===== src/rtl/decode_pkg.sv =====
// Shared RV32I decode types: opcodes, ALU codes, immediate formats, decoded bundle.
// Latency: n/a (types and pure functions only).
// Backpressure: n/a.
package decode_pkg;

  localparam int ALU_CODE_W = 5;

  localparam logic [6:0] OP_R      = 7'b0110011;
  localparam logic [6:0] OP_IMM    = 7'b0010011;
  localparam logic [6:0] OP_LOAD   = 7'b0000011;
  localparam logic [6:0] OP_STORE  = 7'b0100011;
  localparam logic [6:0] OP_BRANCH = 7'b1100011;
  localparam logic [6:0] OP_JAL    = 7'b1101111;
  localparam logic [6:0] OP_JALR   = 7'b1100111;
  localparam logic [6:0] OP_LUI    = 7'b0110111;
  localparam logic [6:0] OP_AUIPC  = 7'b0010111;

  localparam logic [6:0] F7_BASE = 7'b0000000;
  localparam logic [6:0] F7_ALT  = 7'b0100000;

  typedef enum logic [ALU_CODE_W-1:0] {
    ALU_ADD  = 5'd0, ALU_SUB = 5'd1, ALU_SLL = 5'd2, ALU_SLT = 5'd3,
    ALU_SLTU = 5'd4, ALU_XOR = 5'd5, ALU_SRL = 5'd6, ALU_SRA = 5'd7,
    ALU_OR   = 5'd8, ALU_AND = 5'd9
  } alu_op_e;

  typedef enum logic [2:0] {IMM_I, IMM_S, IMM_B, IMM_U, IMM_J} imm_fmt_e;

  // Immediate is kept at 32 bits here; the stage sign-extends it to XLEN.
  typedef struct packed {
    logic [4:0]  rs1;
    logic [4:0]  rs2;
    logic [4:0]  rd;
    logic [31:0] imm;
    alu_op_e     alu_op;
    logic        alu_src_imm;
    logic        alu_src_pc;
    logic        mem_read;
    logic        mem_write;
    logic [2:0]  mem_size;
    logic        reg_write;
    logic        is_branch;
    logic        is_jal;
    logic        is_jalr;
    logic [2:0]  branch_cond;
    logic        illegal;
  } dec_bundle_t;

  // funct3 -> ALU code; alt (instr[30]) only matters for ADD/SUB and SRL/SRA.
  function automatic alu_op_e alu_from_f3(input logic [2:0] f3, input logic alt);
    case (f3)
      3'b000:  return alt ? ALU_SUB : ALU_ADD;
      3'b001:  return ALU_SLL;
      3'b010:  return ALU_SLT;
      3'b011:  return ALU_SLTU;
      3'b100:  return ALU_XOR;
      3'b101:  return alt ? ALU_SRA : ALU_SRL;
      3'b110:  return ALU_OR;
      default: return ALU_AND;
    endcase
  endfunction

  // Assemble a 32-bit sign-extended immediate from the instruction's upper bits.
  function automatic logic [31:0] imm_gen(input logic [31:7] w, input imm_fmt_e fmt);
    case (fmt)
      IMM_S:   return {{20{w[31]}}, w[31:25], w[11:7]};
      IMM_B:   return {{19{w[31]}}, w[31], w[7], w[30:25], w[11:8], 1'b0};
      IMM_U:   return {w[31:12], 12'b0};
      IMM_J:   return {{11{w[31]}}, w[31], w[19:12], w[20], w[30:21], 1'b0};
      default: return {{20{w[31]}}, w[31:20]};
    endcase
  endfunction

endpackage


===== src/rtl/decode_stage_instr_decoder.sv =====
// Combinational RV32I instruction decoder: instr -> control bundle plus source-use flags.
// Latency: 0 cycles (pure combinational).
// Backpressure: none; the enclosing stage owns flow control.
module instr_decoder
  import decode_pkg::*;
(
  input  logic [31:0]  instr_i,
  output dec_bundle_t  dec_o,
  output logic         uses_rs1_o,
  output logic         uses_rs2_o
);

  logic [6:0]  opcode;
  logic [2:0]  f3;
  logic [6:0]  f7;
  dec_bundle_t d;
  imm_fmt_e    fmt;
  logic        has_imm, use1, use2, wr, ill;

  assign opcode = instr_i[6:0];
  assign f3     = instr_i[14:12];
  assign f7     = instr_i[31:25];

  // Per-opcode control decode; illegal encodings strip every side-effecting flag.
  always_comb begin
    d       = '0;
    fmt     = IMM_I;
    has_imm = 1'b0;
    use1    = 1'b0;
    use2    = 1'b0;
    wr      = 1'b0;
    ill     = 1'b0;
    case (opcode)
      OP_R: begin
        use1 = 1'b1; use2 = 1'b1; wr = 1'b1;
        d.alu_op = alu_from_f3(f3, instr_i[30]);
        ill = !((f7 == F7_BASE) || ((f7 == F7_ALT) && (f3 == 3'b000 || f3 == 3'b101)));
      end
      OP_IMM: begin
        use1 = 1'b1; wr = 1'b1; has_imm = 1'b1; d.alu_src_imm = 1'b1;
        d.alu_op = alu_from_f3(f3, (f3 == 3'b101) && instr_i[30]);
        if (f3 == 3'b001) ill = (f7 != F7_BASE);
        if (f3 == 3'b101) ill = (f7 != F7_BASE) && (f7 != F7_ALT);
      end
      OP_LOAD: begin
        use1 = 1'b1; wr = 1'b1; has_imm = 1'b1; d.alu_src_imm = 1'b1;
        d.mem_read = 1'b1; d.mem_size = f3;
        ill = (f3 == 3'b011) || (f3 == 3'b110) || (f3 == 3'b111);
      end
      OP_STORE: begin
        use1 = 1'b1; use2 = 1'b1; has_imm = 1'b1; fmt = IMM_S; d.alu_src_imm = 1'b1;
        d.mem_write = 1'b1; d.mem_size = f3;
        ill = (f3 > 3'b010);
      end
      OP_BRANCH: begin
        use1 = 1'b1; use2 = 1'b1; has_imm = 1'b1; fmt = IMM_B;
        d.alu_op = ALU_SUB; d.is_branch = 1'b1; d.branch_cond = f3;
        ill = (f3 == 3'b010) || (f3 == 3'b011);
      end
      OP_JAL: begin
        wr = 1'b1; has_imm = 1'b1; fmt = IMM_J;
        d.is_jal = 1'b1; d.alu_src_pc = 1'b1; d.alu_src_imm = 1'b1;
      end
      OP_JALR: begin
        use1 = 1'b1; wr = 1'b1; has_imm = 1'b1; d.alu_src_imm = 1'b1; d.is_jalr = 1'b1;
        ill = (f3 != 3'b000);
      end
      OP_LUI: begin
        wr = 1'b1; has_imm = 1'b1; fmt = IMM_U; d.alu_src_imm = 1'b1;
      end
      OP_AUIPC: begin
        wr = 1'b1; has_imm = 1'b1; fmt = IMM_U; d.alu_src_imm = 1'b1; d.alu_src_pc = 1'b1;
      end
      default: ill = 1'b1;
    endcase

    if (instr_i == 32'd0 || instr_i[1:0] != 2'b11) ill = 1'b1;

    d.rs1       = use1 ? instr_i[19:15] : 5'd0;
    d.rs2       = use2 ? instr_i[24:20] : 5'd0;
    d.rd        = wr   ? instr_i[11:7]  : 5'd0;
    d.imm       = has_imm ? imm_gen(instr_i[31:7], fmt) : 32'd0;
    d.illegal   = ill;
    d.reg_write = wr && (d.rd != 5'd0) && !ill;
    if (ill) begin
      d.mem_read  = 1'b0;
      d.mem_write = 1'b0;
      d.is_branch = 1'b0;
      d.is_jal    = 1'b0;
      d.is_jalr   = 1'b0;
    end
    dec_o      = d;
    uses_rs1_o = use1;
    uses_rs2_o = use2;
  end

endmodule


===== src/rtl/decode_stage.sv =====
// Registered RV32I decode stage between fetch and execute, with load-use interlock and stall counter.
// Latency: 1 cycle from accept to out_valid.
// Backpressure: in_ready drops while the held bundle is not taken or a load-use hazard exists; flush overrides both.
module decode_stage
  import decode_pkg::*;
#(
  parameter int XLEN      = 32,
  parameter int ALU_OP_W  = 5,
  parameter int HAZARD_EN = 1,
  parameter int CNT_W     = 16
) (
  input  logic                clk,
  input  logic                rst_n,
  input  logic                in_valid,
  output logic                in_ready,
  input  logic [31:0]         instr,
  input  logic [XLEN-1:0]     pc,
  input  logic                flush,
  input  logic                ex_mem_read,
  input  logic [4:0]          ex_rd,
  output logic                out_valid,
  input  logic                out_ready,
  output logic [XLEN-1:0]     out_pc,
  output logic [4:0]          rs1,
  output logic [4:0]          rs2,
  output logic [4:0]          rd,
  output logic [XLEN-1:0]     imm,
  output logic [ALU_OP_W-1:0] alu_op,
  output logic                alu_src_imm,
  output logic                alu_src_pc,
  output logic                mem_read,
  output logic                mem_write,
  output logic [2:0]          mem_size,
  output logic                reg_write,
  output logic                is_branch,
  output logic                is_jal,
  output logic                is_jalr,
  output logic [2:0]          branch_cond,
  output logic                illegal,
  output logic [CNT_W-1:0]    stall_count
);

  dec_bundle_t      dec, bundle_q, bundle_d;
  logic             uses_rs1, uses_rs2, hazard, accept;
  logic             out_valid_q, out_valid_d;
  logic [XLEN-1:0]  pc_q, pc_d;
  logic [CNT_W-1:0] cnt_q, cnt_d;

  instr_decoder u_instr_decoder (
    .instr_i    (instr),
    .dec_o      (dec),
    .uses_rs1_o (uses_rs1),
    .uses_rs2_o (uses_rs2)
  );

  // Load-use interlock: hold the incoming instruction while a load in EX still owes one of its sources.
  always_comb begin
    hazard = 1'b0;
    if (HAZARD_EN != 0) begin
      hazard = in_valid && ex_mem_read && (ex_rd != 5'd0) &&
               ((uses_rs1 && dec.rs1 == ex_rd) || (uses_rs2 && dec.rs2 == ex_rd));
    end
  end

  assign in_ready = (!out_valid_q || out_ready) && !hazard;
  assign accept   = in_valid && in_ready && !flush;

  // Next state: flush kills, accept loads, a consumed bundle with nothing behind it empties the stage.
  always_comb begin
    out_valid_d = out_valid_q;
    bundle_d    = bundle_q;
    pc_d        = pc_q;
    cnt_d       = cnt_q;
    if (hazard && cnt_q != {CNT_W{1'b1}}) cnt_d = cnt_q + CNT_W'(1);
    if (flush) begin
      out_valid_d = 1'b0;
    end else if (accept) begin
      out_valid_d = 1'b1;
      bundle_d    = dec;
      pc_d        = pc;
    end else if (out_ready) begin
      out_valid_d = 1'b0;
    end
  end

  // Pipeline register and stall counter with synchronous reset.
  always_ff @(posedge clk) begin
    if (!rst_n) begin
      out_valid_q <= 1'b0;
      bundle_q    <= '0;
      pc_q        <= '0;
      cnt_q       <= '0;
    end else begin
      out_valid_q <= out_valid_d;
      bundle_q    <= bundle_d;
      pc_q        <= pc_d;
      cnt_q       <= cnt_d;
    end
  end

  assign out_valid   = out_valid_q;
  assign out_pc      = pc_q;
  assign rs1         = bundle_q.rs1;
  assign rs2         = bundle_q.rs2;
  assign rd          = bundle_q.rd;
  assign imm         = XLEN'($signed(bundle_q.imm));
  assign alu_op      = ALU_OP_W'(bundle_q.alu_op);
  assign alu_src_imm = bundle_q.alu_src_imm;
  assign alu_src_pc  = bundle_q.alu_src_pc;
  assign mem_read    = bundle_q.mem_read;
  assign mem_write   = bundle_q.mem_write;
  assign mem_size    = bundle_q.mem_size;
  assign reg_write   = bundle_q.reg_write;
  assign is_branch   = bundle_q.is_branch;
  assign is_jal      = bundle_q.is_jal;
  assign is_jalr     = bundle_q.is_jalr;
  assign branch_cond = bundle_q.branch_cond;
  assign illegal     = bundle_q.illegal;
  assign stall_count = cnt_q;

endmodule


===== config.mk =====
export PLATFORM = sky130hd
export DESIGN_NAME = decode_stage
export DESIGN_NICKNAME = d
export VERILOG_FILES = /design/src/rtl/decode_pkg.sv /design/src/rtl/decode_stage_instr_decoder.sv /design/src/rtl/decode_stage.sv
export SDC_FILE = /design/constraint.sdc
export NUM_CORES = 1
export LEC_CHECK = 0
export CAP_MARGIN = 5
export CORE_MARGIN = 3
export CORE_UTILIZATION = 31
export DETAILED_ROUTE_END_ITERATION = 6
export GPL_TIMING_DRIVEN = 0
export MAX_ROUTING_LAYER = met4
export PLACE_DENSITY = 0.65
export SLEW_MARGIN = 40
export SYNTH_ARGS = -nofsm -noshare
export SYNTH_HDL_FRONTEND = slang
export SYNTH_SLANG_ARGS = --single-unit

===== constraint.sdc =====
create_clock -name clk -period 3.8 [get_ports clk]
set_clock_uncertainty 0.15 [all_clocks]
set_input_delay 0.76 -clock clk [delete_from_list [all_inputs] [get_ports clk]]
set_output_delay 0.76 -clock clk [all_outputs]
set_load 0.05 [all_outputs]

==> run metrics, run 1 <==
status=completed; final core utilization=0.4724; sequential fraction of the synthesis area=0.4126; syn avg cell area=8.182 µm²; delay of the slowest critical-path stage=0.58 ns; gp weighted congestion=0.9492; routed vias/inst=between 5 and 6; Max Root-Sink Buffers=2; Synth area leader=dfxtp_1; Routed WL=~20 mm; grt ovf=0; Total Power=3088 µW; Post-Synthesis Cells=approximately 700; GRT Max-Usage Layer=met2; Final period util=0.9716; core box area=17480 µm²; clock share of power=0.456; largest net degree at the start of global routing=18; reg-to-reg slack, setup=1.19 ns; wire length per cell=17.78 µm; filler cell count=1734; Post-CTS Setup Bufs=0; most frequent cells after synthesis=nand2_1, dfxtp_1, o21ai_0; Worst setup EP type=output pin; worst r2r src=out_valid; Period minus WS final=between 3 and 4 ns; TritonRoute pass-1 iters=5; Yosys top cell area share=0.4126; pre-CTS setup slack=-0.9492 ns; Post-synth EDFFs=0; Setup crit start=ex_rd[1]; Hold Violations, Final=0; Simple-Gate Fraction of Synth Area=0.2388; n_diodes=0; switching power share of the total=0.2733; pwr dens=around 370 nW/µm²; Pins Over Slew Limit=0; share of synthesized registers carrying an async set or reset=0; multi-input logic area=2937 µm²; Seq cells post-synth=115; HPWL Detailed=between 15 and 20 mm; CTS H-tree depth=4; Final ANT Viol Nets=0; crit start category=input pin; Synth Cell Area=around 5600 µm²; worst setup path end=in_ready; yosys warns=0; internal cell power=2244 µW; critical path fanouts, max=17; actual slew at the worst max-slew pin=roughly 0.76 ns; Worst EP arrival=2.78 ns; GR Layer Usage met3=0.04541; Clock Root Buffer=clkbuf_16; met1 Track Usage GR=0.2777; Post-CTS Hold Buffers=0; XOR/XNOR Fraction of Synth Area=0.02040; drt drc=0; worst reg2reg path depth=6; leak pwr=roughly 0.0029 µW; Final #Nets=964; slowest cell on the critical path=or4_1; FF-to-FF End=rs2[4]; Max Cap Viol=0; crit path kind=input pin to output pin; worst path required time=approximately 2.9 ns; count of cell types in the netlist=59; die boundary width=~140 µm; Compound-Gate Fraction of Synth Area=0.1852; syn_nets=758; share of layout cells above drive strength 1=0.06444; first-pass GRT wire length=31.10 mm; fmax=270.8 MHz; IO Pins=192; Core Rows=between 40 and 50; Num CTS Buffers=17; Clock Latency Late Sink=0.42 ns; GR Layer Usage met2=0.3082; RSZ-0062 raised after global routing=false; vias in the first global route=between 5000 and 6000; setup TNS=0 ns; # setup viols final=0; VDD IR max=306.5 µV; dominant synthesized flop cell=dfxtp_1; Hold Crit Class=flop to flop; hold slack=0.2977 ns; CTS tree=yes; fraction of the mapped netlist area in adder cells=0.002242; Cell Chain, Critical Path=clkdlybuf4s50_1, or4_1, o211ai_1, or2_1, buf_6, nor2b_1, buf_4; DR iter-0 viols=about 360; count leader, synth=nand2_1; Comb pwr share=0.141; largest family of logic cells by synthesized area=simple AND/OR/NAND/NOR gates; Vias=5772; die area=19650 µm²; fin worst setup slack=0.1079 ns; All-Layer GR Usage=0.2055; NetSw=843.8 µW; PortBufs=188; Max-slew headroom=0.4939; CTS sink cnt=115; Reg area=2302 µm²; top cells by area, synth=dfxtp_1, nand2_1, mux2i_1; chip height=140.2 µm; Synth-to-Final Area Change=47.96%; initial core utilization=0.3193; sequential power share=0.403; initial antenna violation count=0; clock slew at reported path FFs=approximately 0.06 ns; post-synthesis mux area share=0.07892
[kinds of logic (layout without fill, tap and decap cells)]
kind of cell / Yosys count / after routing
AND/OR/NAND/NOR: 277 / 277
AO/OA/AOI/OAI: 166 / 166
flip-flops: 115 / 115
buffers and inverters: 65 / 283
multiplexers: 44 / 44
XOR/XNOR: 13 / 13
adder cells (fa/ha/maj): 1 / 1
other: 1 / 1
[final cells by class]
| type | count | share of cell area |
|---|---|---|
| clock buffers | 21 | 0.05455 |
| inverters | 7 | 0.003182 |
| well taps | 225 | 0.03410 |
| plain buffers | 57 | 0.03849 |
| flip-flops and latches | 115 | 0.2788 |
| multi-input cells | 502 | 0.3557 |
| repair buffers | 188 | 0.2276 |
| clock inverters | 10 | 0.007577 |
[worst min-delay path by stage]
stage / cells after the start / startpoint / end
detailed placement: 2 / rd[0] / rd[0]
finish: 2 / rd[0] / rd[0]
global placement: 2 / rd[1] / rd[1]
floorplan: 2 / imm[1] / imm[1]
CTS: 2 / rd[0] / rd[0]
global route: 2 / rd[0] / rd[0]
[sequential cells by signal, indices dropped and copies added (netlist names)]
| register | flops |
|---|---|
| alu_op | 4 |
| alu_src_imm | 1 |
| alu_src_pc | 1 |
| branch_cond | 3 |
| illegal | 1 |
| imm | 32 |
| is_branch | 1 |
| is_jal | 1 |
| is_jalr | 1 |
| mem_read | 1 |
| mem_size | 3 |
| mem_write | 1 |
| out_pc | 32 |
| out_valid | 1 |
| rd | 5 |
| reg_write | 1 |
| rs1 | 5 |
| rs2 | 5 |
| stall_count | 16 |
[metal layers]
| layer | wire length, µm | part of all wire |
|---|---|---|
| met1 | 9504 | 0.48 |
| met2 | 8659 | 0.43 |
| met3 | 1519 | 0.076 |
| met4 | 316 | 0.016 |
| met5 | 0 | 0 |
[power groups by stage]
stage / combinational, µW / clock [µW] / sequential [µW]
after floorplan: 155 / 0 / 1350
after global placement: 432 / 0 / 1270
after detailed placement: 434 / 0 / 1270
after CTS: 436 / 1440 / 1240
after global routing: 463 / 1480 / 1250
final: 436 / 1410 / 1240
[critical path: cells and delay by family]
| family | cells | cell delay [ns] |
|---|---|---|
| AND/OR/NAND/NOR | 3 | 0.90 |
| AO/OA/AOI/OAI | 1 | 0.26 |
| buffers and inverters | 3 | 0.87 |
[cells in the final DEF (no fill, tap or decap), types with 3 or more instances in the layout]
| cell | count |
|---|---|
| clkinv_2 | 5 |
| nand2_1 | 153 |
| nor3b_1 | 5 |
| a31o_1 | 19 |
| clkbuf_16 | 17 |
| xor2_1 | 3 |
| and3_1 | 5 |
| o21ai_0 | 47 |
| mux2i_1 | 44 |
| nand4_1 | 38 |
| nor2b_1 | 6 |
| buf_2 | 8 |
| nand3_1 | 13 |
| clkinvlp_4 | 5 |
| clkbuf_1 | 37 |
| nor3_1 | 4 |
| inv_1 | 6 |
| o211ai_1 | 5 |
| dfxtp_1 | 115 |
| xnor2_1 | 10 |
| o21ai_1 | 16 |
| buf_6 | 12 |
| or4_1 | 4 |
| or3_1 | 13 |
| nor2_1 | 17 |
| a21o_1 | 20 |
| clkdlybuf4s50_1 | 187 |
| a21oi_1 | 41 |
[repair_timing]
item	4_1_cts	5_1_grt
endpoints found under the setup margin	1	1
resized for setup	6	3
pin swaps	0	1
[stage by stage]
stage               cell area [µm²]  cells
global placement               7744   1095
floorplan                      5580    682
finish                         8257   1125
global route                   8257   1125
detailed placement             7744   1095
CTS                            8250   1125
(Power assumes the default switching activity.)
==> inputs of run 2 (changes only) <==
--- a/config.mk
+++ b/config.mk
@@ -6,12 +6,13 @@
 export NUM_CORES = 1
 export LEC_CHECK = 0
 export CAP_MARGIN = 5
-export CORE_MARGIN = 3
+export CORE_MARGIN = 5
 export CORE_UTILIZATION = 31
 export DETAILED_ROUTE_END_ITERATION = 6
+export DONT_BUFFER_PORTS = 1
 export GPL_TIMING_DRIVEN = 0
 export MAX_ROUTING_LAYER = met4
-export PLACE_DENSITY = 0.65
+export PLACE_DENSITY = 0.52
 export SLEW_MARGIN = 40
 export SYNTH_ARGS = -nofsm -noshare
 export SYNTH_HDL_FRONTEND = slang
==> constraint.sdc (replaced) <==
create_clock -name clk -period 3.49 [get_ports clk]
set_clock_uncertainty 0.15 [all_clocks]
set_input_delay 0.698 -clock clk [delete_from_list [all_inputs] [get_ports clk]]
set_output_delay 0.698 -clock clk [all_outputs]
set_load 0.05 [all_outputs]
==> run metrics, run 2 (synthesis results as in run 1) <==
crit path kind=input pin to output pin; critical path fanouts, max=17; leak pwr=0.002265 µW; fin area=6419 µm²; pre-CTS setup slack=-0.2139 ns; Core Rows=49; Worst setup EP type=output pin; fmax=between 300 and 400 MHz; crit start category=input pin; Final period util=0.9069; grt ovf=0; routed vias/inst=5.486; max layer used=met4; Synth-to-Final Area Change=15.02%; Final #Nets=776; drt drc=0; switching power share of the total=0.2636; setup TNS=0 ns; # setup viols final=0; Worst EP arrival=2.32 ns; status=completed; Final ANT Viol Nets=0; CTS H-tree depth=4; wire length per cell=21.29 µm; CTS sink cnt=roughly 120; share of layout cells above drive strength 1=0.08275; wire length on met3=2.553 mm; Post-CTS Hold Buffers=0; fin worst setup slack=0.3248 ns; initial core utilization=0.3128; n_diodes=0; most frequent cells in the layout=nand2_1, dfxtp_1, o21ai_0; VDD IR max=294.8 µV; hold slack=about 0.2 ns; NetSw=a little under 900 µW; Num CTS Buffers=17; All-Layer GR Usage=0.1914; PortBufs=0; gp weighted congestion=slightly below 0.9; die boundary width=144.2 µm; Max-slew headroom=0.5043; Max Cap Viol=0; Hold Violations, Final=0; multi-input logic area=2944 µm²; sequential power share=0.440; Post-CTS Setup Bufs=0; core box area=~18000 µm²; placed cell areas=a little under 6000 µm²; pwr dens=between 500 and 600 nW/µm²; first-pass GRT wire length=29.19 mm; Max Root-Sink Buffers=2; Period minus WS final=3.165 ns; clock share of power=0.492; Clock Root Buffer=clkbuf_16; CTS tree=yes; HPWL Detailed=approximately 16 mm; Reg area=2302 µm²; DR iter-0 viols=339; filler cell count=1881; met2 wire len=9.057 mm; die area=20790 µm²; IO Pins=192; Vias=a little over 5000; final non-filler cell total=942; clock slew at reported path FFs=roughly 0.050 ns; internal cell power=2428 µW; actual slew at the worst max-slew pin=0.7420 ns; Clock Latency Late Sink=0.41 ns; Pins Over Slew Limit=0; Routed met1 length=~8 mm; Post-Place Cells=911; vias in the first global route=5069; worst path required time=2.64 ns; largest net degree at the start of global routing=18; TritonRoute pass-1 iters=5; Routed WL=roughly 20 mm; Comb pwr share=0.068; chip height=144.2 µm; initial antenna violation count=0; Hold Crit Class=input pin to flop; RSZ-0062 raised after global routing=false; most common cell after layout, fill and taps aside=nand2_1
-- run 2: cell count changes in the layout (fill, tap and decap cells not counted), sizes merged --
cell | previous run | this run
clkdlybuf4s50 | 187 | 0
clkinvlp | 5 | 2
clkinv | 6 | 8
buf | 24 | 23
bufinv | 0 | 1
clkbuf | 55 | 56
-- run 2: worst paths after layout --
| kind | slack (ns) | startpoint | cells after the start | endpoint |
|---|---|---|---|---|
| max reg2reg | 0.57 | out_valid | 6 | rs1[4] |
| min | 0.21 | flush | 1 | out_valid |
| max | 0.32 | ex_rd[1] | 5 | in_ready |
| min reg2reg | 0.55 | out_pc[6] | 2 | out_pc[6] |
-- run 2: timing repair --
action,4_1_cts,5_1_grt
setup endpoints to repair,1,0
endpoints found under the hold margin,0,0
resized for setup,1,0
-- run 2: critical path, stage by stage --
cell and delay (ns):
or4_1 0.54, o211ai_1 0.24, or2_1 0.14, buf_2 0.30, nor2b_4 0.40
-- run 2: final cells by class --
class | count | area share
multi-input cells | 502 | 0.4587
flip-flops and latches | 115 | 0.3587
well taps | 229 | 0.04464
clock inverters | 10 | 0.01306
plain buffers | 57 | 0.04854
inverters | 7 | 0.004094
clock buffers | 22 | 0.07232
-- run 2: power groups by stage --
stage / clock network, µW / logic [µW] / registers, µW
6_report: 1620 / 224 / 1450
5_1_grt: 1720 / 246 / 1460
4_1_cts: 1670 / 226 / 1450
3_5_place_dp: 0 / 225 / 1480
3_3_place_gp: 0 / 218 / 1480
2_1_floorplan: 0 / 169 / 1470
-- run 2: stage by stage --
stage | utilization | power [µW]
floorplan | - | 1642
global placement | 0.3290 | 1699
detailed placement | 0.3290 | 1706
CTS | 0.3598 | 3351
global route | 0.3598 | 3420
finish | 0.3598 | 3298
-- run 2: routing by layer --
| metal | track usage | up-vias |
|---|---|---|
| met1 | 0.2140 | 2433 |
| met5 | - | - |
| met4 | 0.07118 | 0 |
| met2 | 0.3003 | 251 |
| li1 | - | 2450 |
| met3 | 0.08829 | 34 |
